<file path="config.mk">
export PLATFORM = sky130hd
export DESIGN_NAME = l1pa_regfile_loader
export DESIGN_NICKNAME = d
export VERILOG_FILES = /design/src/rtl/l1pa_regfile_loader.sv
export SDC_FILE = /design/constraint.sdc
export NUM_CORES = 1
export LEC_CHECK = 0
export ABC_AREA = 0
export CORE_MARGIN = 1
export CORE_UTILIZATION = 41
export DETAILED_ROUTE_END_ITERATION = 7
export GPL_TIMING_DRIVEN = 0
export PLACE_DENSITY = 0.77
export SYNTH_ARGS = -nofsm -noshare
export SYNTH_HDL_FRONTEND = slang
export SYNTH_SLANG_ARGS = --single-unit
</file>
<file path="constraint.sdc">
create_clock -name sys_clk -period 3.45 [get_ports sys_clk]
set_clock_uncertainty 0.2 [all_clocks]
set_input_delay 0.8625 -clock sys_clk [delete_from_list [all_inputs] [get_ports sys_clk]]
set_output_delay 0.8625 -clock sys_clk [all_outputs]
set_load 0.05 [all_outputs]
</file>
<file path="src/rtl/l1pa_regfile_loader.sv">
// Streams PAGE_NUM-bounded page loads into the L1PA register file and reports a running XOR checksum.
// Latency: 1 cycle from an accepted page beat to the matching regType0 write.
// Backpressure: page_ready_o is high only while loading and not aborting; valid-low beats stall without timeout.
module l1pa_regfile_loader #(
    parameter int PAGE_NUM   = 16,
    parameter int PAGE_WIDTH = 40,
    parameter int ADDR_WIDTH = $clog2(PAGE_NUM)
) (
    input  logic                  sys_clk,
    input  logic                  rst,
    input  logic                  start_i,
    input  logic [ADDR_WIDTH:0]   page_cnt_i,
    input  logic                  abort_i,
    input  logic [PAGE_WIDTH-1:0] page_data_i,
    input  logic                  page_valid_i,
    output logic                  page_ready_o,
    output logic [ADDR_WIDTH-1:0] regType0_waddr_o,
    output logic [PAGE_WIDTH-1:0] regType0_wdata_o,
    output logic                  regType0_we_o,
    output logic                  busy_o,
    output logic                  done_o,
    output logic                  err_o,
    output logic [PAGE_WIDTH-1:0] chk_o
);

    typedef enum logic [1:0] {
        IDLE  = 2'd0,
        LOAD  = 2'd1,
        DRAIN = 2'd2,
        DONE  = 2'd3
    } state_t;

    // Count width is one bit wider than the address so PAGE_NUM itself is representable.
    localparam logic [ADDR_WIDTH:0] MAX_CNT = (ADDR_WIDTH+1)'(PAGE_NUM);
    localparam logic [ADDR_WIDTH:0] ONE     = (ADDR_WIDTH+1)'(1);

    state_t              state;
    logic [ADDR_WIDTH:0] page_total;
    logic [ADDR_WIDTH:0] page_idx;
    logic                accept;
    logic                cnt_legal;
    logic                last_beat;

    // Ready drops in the same cycle abort is raised so no beat slips in while cancelling.
    assign page_ready_o = (state == LOAD) && !abort_i;
    assign accept       = page_valid_i && page_ready_o;
    assign cnt_legal    = (page_cnt_i != '0) && (page_cnt_i <= MAX_CNT);
    assign last_beat    = (page_idx == (page_total - ONE));

    // Load sequencer: state, page counter and all registered outputs in one place.
    always_ff @(posedge sys_clk or posedge rst) begin
        if (rst) begin
            state            <= IDLE;
            page_total       <= '0;
            page_idx         <= '0;
            regType0_waddr_o <= '0;
            regType0_wdata_o <= '0;
            regType0_we_o    <= 1'b0;
            busy_o           <= 1'b0;
            done_o           <= 1'b0;
            err_o            <= 1'b0;
            chk_o            <= '0;
        end else begin
            regType0_we_o <= 1'b0;
            done_o        <= 1'b0;

            // Accepts only happen in LOAD, so these never collide with the IDLE clears below.
            if (accept) begin
                regType0_we_o    <= 1'b1;
                regType0_waddr_o <= page_idx[ADDR_WIDTH-1:0];
                regType0_wdata_o <= page_data_i;
                chk_o            <= chk_o ^ page_data_i;
                page_idx         <= page_idx + ONE;
            end

            case (state)
                IDLE: begin
                    if (start_i) begin
                        if (cnt_legal) begin
                            state      <= LOAD;
                            page_total <= page_cnt_i;
                            page_idx   <= '0;
                            chk_o      <= '0;
                            err_o      <= 1'b0;
                            busy_o     <= 1'b1;
                        end else begin
                            err_o <= 1'b1;
                        end
                    end
                end
                LOAD: begin
                    if (abort_i) begin
                        state  <= IDLE;
                        busy_o <= 1'b0;
                    end else if (accept && last_beat) begin
                        state <= DRAIN;
                    end
                end
                DRAIN: begin
                    state  <= DONE;
                    done_o <= 1'b1;
                end
                DONE: begin
                    state  <= IDLE;
                    busy_o <= 1'b0;
                end
                default: begin
                    state  <= IDLE;
                    busy_o <= 1'b0;
                end
            endcase
        end
    end

endmodule

</file>
# Yosys cells after proc, flatten, opt, wreduce, memory -nomap -nowiden
# Index checks and enable logic that the tools add are counted.
# classes
reduce_logical,12
div,0
mul,0
add_sub_neg,2
magnitude_cmp,1
eq_ne,8
n_shift,0
muxes,20
bitwise,1
# ops
cell,n
40-bit 2-to-1 mux,4
40-bit bitwise XOR,1
5-bit 2-to-1 mux,4
2-bit 2-to-1 mux,4
2-bit case mux with 4 select lines,1
1-bit 2-to-1 mux,6
"2-bit inequality test, second input constant",3
3-bit AND reduction,2
"5-bit by 1-bit adder with 5-bit output, second input constant",1
5-bit == test,1
"5-bit less-or-equal comparator, second input constant",1
5-bit nonzero test,1
"5-bit by 1-bit subtractor with 5-bit output, second input constant",1
"2-bit == test, second input constant",2
1-bit logical AND,4
4-bit AND reduction,1
"3-bit by 2-bit inequality test with 1-bit output, second input constant",1
1-bit case mux with 3 select lines,1
3-bit nonzero test,1
"2-bit by 1-bit == test with 1-bit output, second input constant",1
2-bit logical NOT,1
2-bit AND reduction,1
1-bit logical NOT,1
# totals
romBits,0
n_memories,0
ramBits,0
elab_cells,54
regBits,100
latchBits,0

# Logic depth before layout (Yosys ltp)
# depth
ltp_word,7
mapped_depth,7
mapped_depth_nobuf,6

# Worst setup path after synthesis
# OpenSTA, ideal clock, no wires.
# synth_timing
kind,input-to-output
start,input abort_i
end,output page_ready_o
path_stages,3
setup_slack_ns,0.969
arrival_time_ns,1.419
required_time_ns,2.388
n_path_buf,0
cell_sequence,nor2_1 -> nand2_1 -> inv_1
# synth_via
elab_chain_cells,2
# synth_lines
element,line_no,rtl
"start, declared",13,"input logic abort_i,"
1-bit logical NOT,45,assign page_ready_o = (state == LOAD) && !abort_i;
1-bit logical AND,45,
"end, declared",16,"output logic page_ready_o,"
# No other way between the ends.

# Worst setup path after layout
# Same ends and word-level chain as after synthesis.

==> results.toml <==
[global_route]
grt_use_total_pct = 19.0
gr-total-overflow = 0
grt_max_degree = 42
grt_pass1_vias = 3158
antenna_found_initial = 0
grt_pass1_wl_microns = 14900

[sta]
grt_setup_unrepaired = "false"
hold_viol = 0
worstMarginPinSlew_ns = 0.543
slew_violations = 0
fin_ws_ns = 0.242
finalSetupTns_ns = 0
timing.final.crit_period_ns = 3.21
setup_viol = 0
fmax_mhz = 312
relSlewSlack_pct = 63.7
fin_crit_sh_pct = 93.0

[critical_path]
rr_worst_depth = 7
arrival_ns = 2.15
path_max_fanout = 3
path_class = "input port to output pin"
critical_path_required_ns = 2.39
cp-start-kind = "input port"
reg2reg_to = "page_idx[3]"
r2r_setup_slack_ns = 1.38
endpoint_kind = "output pin"

[finish]
drive_gt1_share_pct = 6.70
nets = 584
multi_input_area_sq_um = 1340
seqCellArea_sq_um = 2500
fillers = 802
layout_commonest_cell = "clkdlybuf4s50_1"
area_growth_pct = 45.7
diodes = 0
final_cell_mix = "137 x clkdlybuf4s50_1, 136 x nand2_1, 100 x dfrtp_1, 47 x nor2_1, 45 x xor2_1"

[drt]
drtPass1Iterations = 4
drt_iter0_drc = 100
totalWireLength_microns = 9190
vias_per_cell = 4.59
vias = 3060
ant_nets = 0
wl_per_cell_microns = 13.8
drc_errors = 0

[floorplanning]
die_x_microns = 100
core_area_sq_um = 9330
placementRows = 35
start_util_pct = 42.5
die_area_sq_um = 10100
die_y_microns = 100
io_pins = 139

[clock_tree]
h-tree-depth = 3
insertion_delay_ns = 0.35
clkTransAtPathRegs_ns = 0.09
cts_tree = "done"
post_cts_buffers = 0
clockBufferDepth = 2
cts_sinks = 100
postCtsHoldBufs = 0
cts-resized-gates = 1
cts_made_buffers = 9
cts-root-buf = "clkbuf_8"

[synth]
synth-seq-cells = 100
syn_inst = 381
yosysUniqueCellTypes = 26
seq_area_frac_synth_pct = 63.1
synth_warnings = 0
syn_nets = 433
syn_area_sq_um = 3970
syn_avg_cell_area_sq_um = 10.4

[outcome]
outcome = "finished, final reports clean"

[hold_path]
hold_end = "regType0_wdata_o[16]"
hold_depth = 2
min_from = "regType0_wdata_o[16]"
hp-class = "flip-flop to flip-flop"

[power]
leakage_nw = 2.79
peakVddDrop_mv = 0.511
finalPower_mw = 5.46
power_density_nw_per_um2 = 944

[placement]
numPortBuffers = 138
hpwl_microns = 6720
dpl_worst_slack_ns = -0.0406
place_congestion = 0.736

[run]
maxCapViolCount = 0
-- worst max path at each step --
stage | startpoint | end | depth (start not counted)
floorplan | abort_i | page_ready_o | 3
global placement | abort_i | page_ready_o | 5
detailed placement | abort_i | page_ready_o | 5
CTS | abort_i | page_ready_o | 5
global route | abort_i | page_ready_o | 5
finish | abort_i | page_ready_o | 5
-- routing by layer --
metal  track usage (%)  up-vias  share of wire, %
met5                 0        -                 0
met4              5.35        0               1.4
met3              4.81       11               4.7
met2              32.4       88                49
met1              24.0     1494                45
li1                  -     1467                 -
-- critical path: stages --
cell             delay (ns)
clkdlybuf4s50_1        0.41
nor2_1                 0.18
nand2_1                0.12
inv_1                  0.06
dlygate4sd2_1          0.51
-- cells by family after synthesis --
family          count (synthesis)  share of synthesized area (%)
compound gates                  5                          0.662
xor+xnor                       53                           11.7
fa+ha+maj                       2                          0.631
buf+inv                        21                           3.09
flops                         100                           63.1
mux                             5                           1.42
simple gates                  195                           19.4
-- where the power goes --
part / switching, mW / internal, mW / total (mW)
logic: 1.85 / 0.927 / 2.77
clock network: 0.401 / 0.432 / 0.832
registers: 0.275 / 1.58 / 1.85
-- synth_stat cells, drive strengths merged --
cell	count	area share (%)
nand2	136	13
dfrtp	100	63
nor2	47	4.4
xor2	45	9.9
buf	10	2.0
xnor2	8	1.8
inv	6	0.57
clkbuf	5	0.47
mux2	5	1.4
a21oi	3	0.38
ha	2	0.63
nand3	2	0.38
nand4	2	0.32
nor4	2	0.47
and3	1	0.16
nand2b	1	0.16
nor2b	1	0.16
nor3	1	0.13
nor3b	1	0.19
o21ai	1	0.13
o22ai	1	0.16
or2	1	0.16
-- registers in the layout, summed over array words and instances, names as in the netlist, named ones only --
name,count
page_total,5
regType0_wdata_o,40
regType0_we_o,1
regType0_waddr_o,4
chk_o,40
busy_o,1
err_o,1
done_o,1
state,1
page_idx,5
-- per-stage QoR --
| stage | util [%] | cells | hold WS (ns) | cell area, sq um |
|---|---|---|---|---|
| 2_1_floorplan | - | 381 | 0.302 | 3970 |
| 6_report | 62.0 | 666 | 0.280 | 5780 |
| 3_5_place_dp | 59.5 | 650 | 0.263 | 5550 |
| 3_3_place_gp | 59.1 | 648 | 0.259 | 5510 |
| 4_1_cts | 62.0 | 666 | 0.285 | 5780 |
| 5_1_grt | 62.0 | 666 | 0.303 | 5780 |
-- area by class of cell --
cell class / count / share of cell area (%)
well taps: 129 / 2.79
flip-flops and latches: 100 / 43.3
repair buffers: 140 / 24.6
clock inverters: 5 / 1.47
plain buffers: 15 / 1.73
inverters: 6 / 0.455
clock buffers: 11 / 2.45
multi-input cells: 260 / 23.2
No activity file was read; power rests on OpenSTA's default activity.
